$ cat src/rtl/alu_seq.sv
// Sequential ALU with valid/ready handshake: single-cycle ops plus an N-cycle
// unsigned shift-add multiplier that holds off new work while it iterates.
module alu_seq #(
  parameter int unsigned N = 8
) (
  input  logic         clk,
  input  logic         rst,
  input  logic         in_valid,
  output logic         in_ready,
  input  logic [N-1:0] a,
  input  logic [N-1:0] b,
  input  logic [3:0]   sel,
  output logic         out_valid,
  output logic [N-1:0] s,
  output logic [N-1:0] hi,
  output logic         co,
  output logic         z,
  output logic         neg,
  output logic         ov
);

  localparam logic [3:0] OpAdd  = 4'h0;
  localparam logic [3:0] OpSub  = 4'h1;
  localparam logic [3:0] OpInr  = 4'h2;
  localparam logic [3:0] OpDcr  = 4'h3;
  localparam logic [3:0] OpAnd  = 4'h4;
  localparam logic [3:0] OpOr   = 4'h5;
  localparam logic [3:0] OpXor  = 4'h6;
  localparam logic [3:0] OpCmp  = 4'h7;
  localparam logic [3:0] OpAdc  = 4'h8;
  localparam logic [3:0] OpSbb  = 4'h9;
  localparam logic [3:0] OpShl  = 4'hA;
  localparam logic [3:0] OpShr  = 4'hB;
  localparam logic [3:0] OpRol  = 4'hC;
  localparam logic [3:0] OpRor  = 4'hD;
  localparam logic [3:0] OpMul  = 4'hE;
  localparam logic [3:0] OpPass = 4'hF;

  typedef enum logic [0:0] {StIdle, StMul} state_e;

  state_e         r_state, w_state_next;
  logic [N-1:0]   r_mcand, r_mpl;
  logic [2*N-1:0] r_acc, w_acc_next;
  logic [N:0]     w_sum;
  logic [5:0]     r_cnt;
  logic           w_accept, w_last;
  logic [N:0]     w_res;
  logic           w_ov;

  logic [N-1:0]   r_s, r_hi;
  logic           r_co, r_z, r_neg, r_ov, r_out_valid;

  assign in_ready  = rst | (r_state == StIdle);
  assign out_valid = r_out_valid;
  assign s         = r_s;
  assign hi        = r_hi;
  assign co        = r_co;
  assign z         = r_z;
  assign neg       = r_neg;
  assign ov        = r_ov;

  assign w_accept = in_valid && (r_state == StIdle);
  assign w_last   = (r_state == StMul) && (r_cnt == 6'(N - 1));

  // Add the multiplicand into the high half, then shift the whole product right.
  assign w_sum      = {1'b0, r_acc[2*N-1:N]} + (r_mpl[0] ? {1'b0, r_mcand} : '0);
  assign w_acc_next = {w_sum, r_acc[N-1:1]};

  // Single-cycle datapath; co lives in w_res[N], r_co doubles as the carry-in cf.
  always_comb begin
    w_res = '0;
    w_ov  = 1'b0;
    case (sel)
      OpAdd: begin
        w_res = {1'b0, a} + {1'b0, b};
        w_ov  = (a[N-1] == b[N-1]) && (w_res[N-1] != a[N-1]);
      end
      OpSub: begin
        w_res = {1'b0, a} - {1'b0, b};
        w_ov  = (a[N-1] != b[N-1]) && (w_res[N-1] != a[N-1]);
      end
      OpInr: begin
        w_res = {1'b0, a} + (N+1)'(1);
        w_ov  = !a[N-1] && w_res[N-1];
      end
      OpDcr: begin
        w_res = {1'b0, a} - (N+1)'(1);
        w_ov  = a[N-1] && !w_res[N-1];
      end
      OpAnd:  w_res = {1'b0, a & b};
      OpOr:   w_res = {1'b0, a | b};
      OpXor:  w_res = {1'b0, a ^ b};
      OpCmp:  w_res = {1'b0, ~b};
      OpAdc: begin
        w_res = {1'b0, a} + {1'b0, b} + (N+1)'(r_co);
        w_ov  = (a[N-1] == b[N-1]) && (w_res[N-1] != a[N-1]);
      end
      OpSbb: begin
        w_res = {1'b0, a} - {1'b0, b} - (N+1)'(r_co);
        w_ov  = (a[N-1] != b[N-1]) && (w_res[N-1] != a[N-1]);
      end
      OpShl:  w_res = {a[N-1], a[N-2:0], 1'b0};
      OpShr:  w_res = {a[0], 1'b0, a[N-1:1]};
      OpRol:  w_res = {a[N-1], a[N-2:0], a[N-1]};
      OpRor:  w_res = {a[0], a[0], a[N-1:1]};
      OpPass: w_res = {1'b0, a};
      default: w_res = '0;
    endcase
  end

  always_comb begin
    w_state_next = r_state;
    unique case (r_state)
      StIdle: if (w_accept && (sel == OpMul)) w_state_next = StMul;
      StMul:  if (w_last) w_state_next = StIdle;
      default: w_state_next = StIdle;
    endcase
  end

  always_ff @(posedge clk) begin
    if (rst) begin
      r_state     <= StIdle;
      r_mcand     <= '0;
      r_mpl       <= '0;
      r_acc       <= '0;
      r_cnt       <= '0;
      r_s         <= '0;
      r_hi        <= '0;
      r_co        <= 1'b0;
      r_z         <= 1'b0;
      r_neg       <= 1'b0;
      r_ov        <= 1'b0;
      r_out_valid <= 1'b0;
    end else begin
      r_state     <= w_state_next;
      r_out_valid <= 1'b0;
      if (w_accept) begin
        if (sel == OpMul) begin
          r_mcand <= a;
          r_mpl   <= b;
          r_acc   <= '0;
          r_cnt   <= '0;
        end else begin
          r_s         <= w_res[N-1:0];
          r_hi        <= '0;
          r_co        <= w_res[N];
          r_z         <= (w_res[N-1:0] == '0);
          r_neg       <= w_res[N-1];
          r_ov        <= w_ov;
          r_out_valid <= 1'b1;
        end
      end else if (r_state == StMul) begin
        r_acc <= w_acc_next;
        r_mpl <= r_mpl >> 1;
        r_cnt <= r_cnt + 6'd1;
        if (w_last) begin
          r_s         <= w_acc_next[N-1:0];
          r_hi        <= w_acc_next[2*N-1:N];
          r_co        <= |w_acc_next[2*N-1:N];
          r_z         <= (w_acc_next[N-1:0] == '0);
          r_neg       <= w_acc_next[N-1];
          r_ov        <= 1'b0;
          r_out_valid <= 1'b1;
        end
      end
    end
  end

endmodule

$ cat config.mk
export PLATFORM = sky130hd
export DESIGN_NAME = alu_seq
export DESIGN_NICKNAME = d
export VERILOG_FILES = /design/src/rtl/alu_seq.sv
export SDC_FILE = /design/constraint.sdc
export NUM_CORES = 1
export LEC_CHECK = 0
export CAP_MARGIN = 20
export CORE_ASPECT_RATIO = 0.7
export CORE_UTILIZATION = 50
export CTS_CLUSTER_DIAMETER = 30
export DETAILED_ROUTE_END_ITERATION = 8
export HOLD_SLACK_MARGIN = 0.1
export PLACE_DENSITY = 0.75
export SLEW_MARGIN = 20
export SYNTH_ARGS = -nofsm -noshare
export SYNTH_HDL_FRONTEND = slang
export SYNTH_SLANG_ARGS = --single-unit
$ cat constraint.sdc
create_clock -name clk -period 8.2 [get_ports clk]
set_input_delay 1.64 -clock clk [delete_from_list [all_inputs] [get_ports clk]]
set_output_delay 1.64 -clock clk [all_outputs]
set_load 0.005 [all_outputs]
==> metrics.txt <==
Final Slew Violations 0; Critical Path RT 8.40 ns; unique cell type count in the Yosys netlist 74; H-tree depth 3; full die area 10940 um2; Cell Rows 30; Via Count 5610; # port buffers 44; HP Class flop to flop; Max clock buf depth 2; EDFF count, synth 0; Fin. Hold Viols 0; setup TNS 0 ns; top post-synthesis cells by area dfxtp_1, ha_1, nand2_1, a21oi_1, nor2_1; CTS hold repair buffers 0; share of the synthesized area in the top cell type 22.07%; root buf cell clkbuf_16; Worst-path clk slew 0.05 ns; share of cells above drive strength 1 6.452%; largest net degree at the start of global routing 45; Post-Syn Nets 760; Synth Area per Inst 7.601 um2; CTS tree built; chip width 124.6 um; leakage power 2.344 nW; GRT Util Overall 32.24%; initial antenna violation count 0; # diodes 0; share of async-settable or async-resettable flops after synthesis 0%; CP Capture Type flop; clock sinks 58; clock skew 0.005025 ns; Crit Path Category input port to flop; die height 87.82 um; post-CTS setup buffers 0; DR iter-0 viols 593; CP arrival 5.49 ns; VDD IR-drop max 0.0001106 V; vias per inst 6.671; Fmax 189.3 MHz; Final setup viols 0; clock latency on the worst-skew pair 0.34 ns; # nets final 776; startpoint types input port; relative max-transition margin 45.19%; top_reg_cell synth dfxtp_1; Setup Slack @ Placement 2.694 ns; cts bufs inserted 9; Yosys Warn Count 0; RePlAce Congestion 0.9886; first-pass GRT wire length 27430 um; Post-DP HPWL 13290 um; cts repair resizes 0; DRC 0; unrepaired setup endpoints after global routing false; pwr/cell area 159.8 nW/um2; Overflow after GRT 0; final worst-path cycle share 64.44%; DRT Pass-1 Iters 6; vias in the first global route 5078; antenna-violating nets left 0; sequential area share after synthesis 22.07%; layout overhead on the synthesized area 15.01%; routed wire length 17570 um; worst slew pin tran 0.8105 ns; fin crit period 5.284 ns; CP Max Fanout 10; post-synth top area cell dfxtp_1; Top Ports 45; R2R setup slack 4.75 ns; status finished clean; core area 9947 um2; starting density of the core 52.88%; drt wl/cell 20.89 um; post-route setup slack 2.916 ns; cells after synthesis 692; #FFs+latches synth 58; WHS 0.4508 ns; Max-Cap Viols 0; Synth Cell Area 5260 um2
[state kept, by name, indices dropped and copies added (netlist names)]
register,flops
co,1
r_acc,15
r_state,1
ov,1
r_mcand,8
hi,8
z,1
out_valid,1
s,8
r_cnt,6
r_mpl,8
[critical path, stage by stage]
cell and delay (ns):
clkdlybuf4s50_1 0.71, inv_1 0.25, ha_1 0.30, fa_1 0.46
xnor2_1 0.43, o311ai_0 0.28, a211oi_2 0.38, nand3_1 0.15
xnor2_1 0.16, a221oi_1 0.44, a21o_1 0.20, a211oi_2 0.06
[cell usage after synthesis (3+ instances only)]
master     instances
a2111oi_0          3
a211o_1            4
a211oi_1           5
a211oi_2           3
a21o_1             5
a21oi_1           51
a221o_1            3
a221oi_1          11
a22o_1            17
a22oi_1           11
a311oi_1          10
a31oi_1            7
and2_1            10
and3_1             5
buf_1              3
buf_2             11
clkbuf_1          28
dfxtp_1           58
fa_1               3
ha_1              42
inv_1             34
mux2_2             4
mux2i_1           10
nand2_1           80
nand2b_1          12
nand3_1           26
nand4_1           10
nor2_1            63
nor2b_1            8
nor3_1            24
nor3b_1            3
nor4_1             3
o2111a_1           3
o2111ai_1          3
o211ai_1           5
o21ai_0           24
o21bai_1           3
o22ai_1            7
o311ai_0           4
or2_2              4
xnor2_1           25
xor2_1             7
[power by group]
| group | internal, mW | switching [mW] | total, mW |
|---|---|---|---|
| clock network | 0.282 | 0.133 | 0.415 |
| registers | 0.289 | 0.00556 | 0.295 |
| logic | 0.0977 | 0.160 | 0.258 |
[logic make-up (layout without fill, tap and decap cells)]
logic type                 Yosys count  in the layout  share of synthesized area, %
DFF                                 58             58                         22.07
adders and majority gates           45             45                         11.13
buffers and inverters               79            100                         6.184
and+or+nand+nor                    262            262                         24.07
xor gates and xnor gates            32             32                         5.328
AOI/OAI and AO/OA                  201            201                         28.02
muxes                               15             15                         3.187
[path summary, 6_finish.rpt]
check        cells after the start                       to                     from
max                             12        s[7]$_SDFFE_PP0P_                     a[0]
min                              2  r_mcand[7]$_SDFFE_PP0P_  r_mcand[7]$_SDFFE_PP0P_
max reg2reg                     11          co$_SDFFE_PP0P_    r_mpl[0]$_SDFFE_PP0P_
min reg2reg                      2  r_mcand[7]$_SDFFE_PP0P_  r_mcand[7]$_SDFFE_PP0P_
[cells in the final DEF, fill, tap and decap left out, drive strengths merged, types with 10 or more instances in the layout]
cell	instances
a21oi	52
a221oi	11
a22o	17
a22oi	11
a311oi	10
and2	10
clkbuf	12
clkdlybuf4s50	44
dfxtp	58
ha	42
inv	34
mux2i	10
nand2	80
nand2b	12
nand3	26
nand4	10
nor2	63
nor3	24
o21ai	24
xnor2	25
[per-layer routing]
metal / share of wire [%] / GRT usage [%] / wire length (um)
met3: 14 / 11.85 / 2485
met1: 45 / 46.32 / 7918
met5: 0 / 0 / 0
met2: 40 / 44.75 / 6951
met4: 1.2 / 8.434 / 212
[through the flow]
stage | std cells | area, um2 | util [%] | power, mW
after CTS | 841 | 6038 | 60.70 | 0.9598
final | 841 | 6050 | 60.82 | 0.9670
after floorplan | 692 | 5260 | - | 0.4691
after global placement | 825 | 5708 | 57.38 | 0.5442
after detailed placement | 825 | 5708 | 57.38 | 0.5459
after global routing | 841 | 6050 | 60.82 | 0.9999
[final cells by class]
cell class                 count  area, um2
tap                          128      160.2
inverter                      34      127.6
sequential                    58       1161
timing repair buffer          50      485.5
clock buffer                  12      256.5
fill                         890       3897
multi-input combinational    555       3785
clock inverter                 4      73.82
Power figures use the tool's default switching activity.
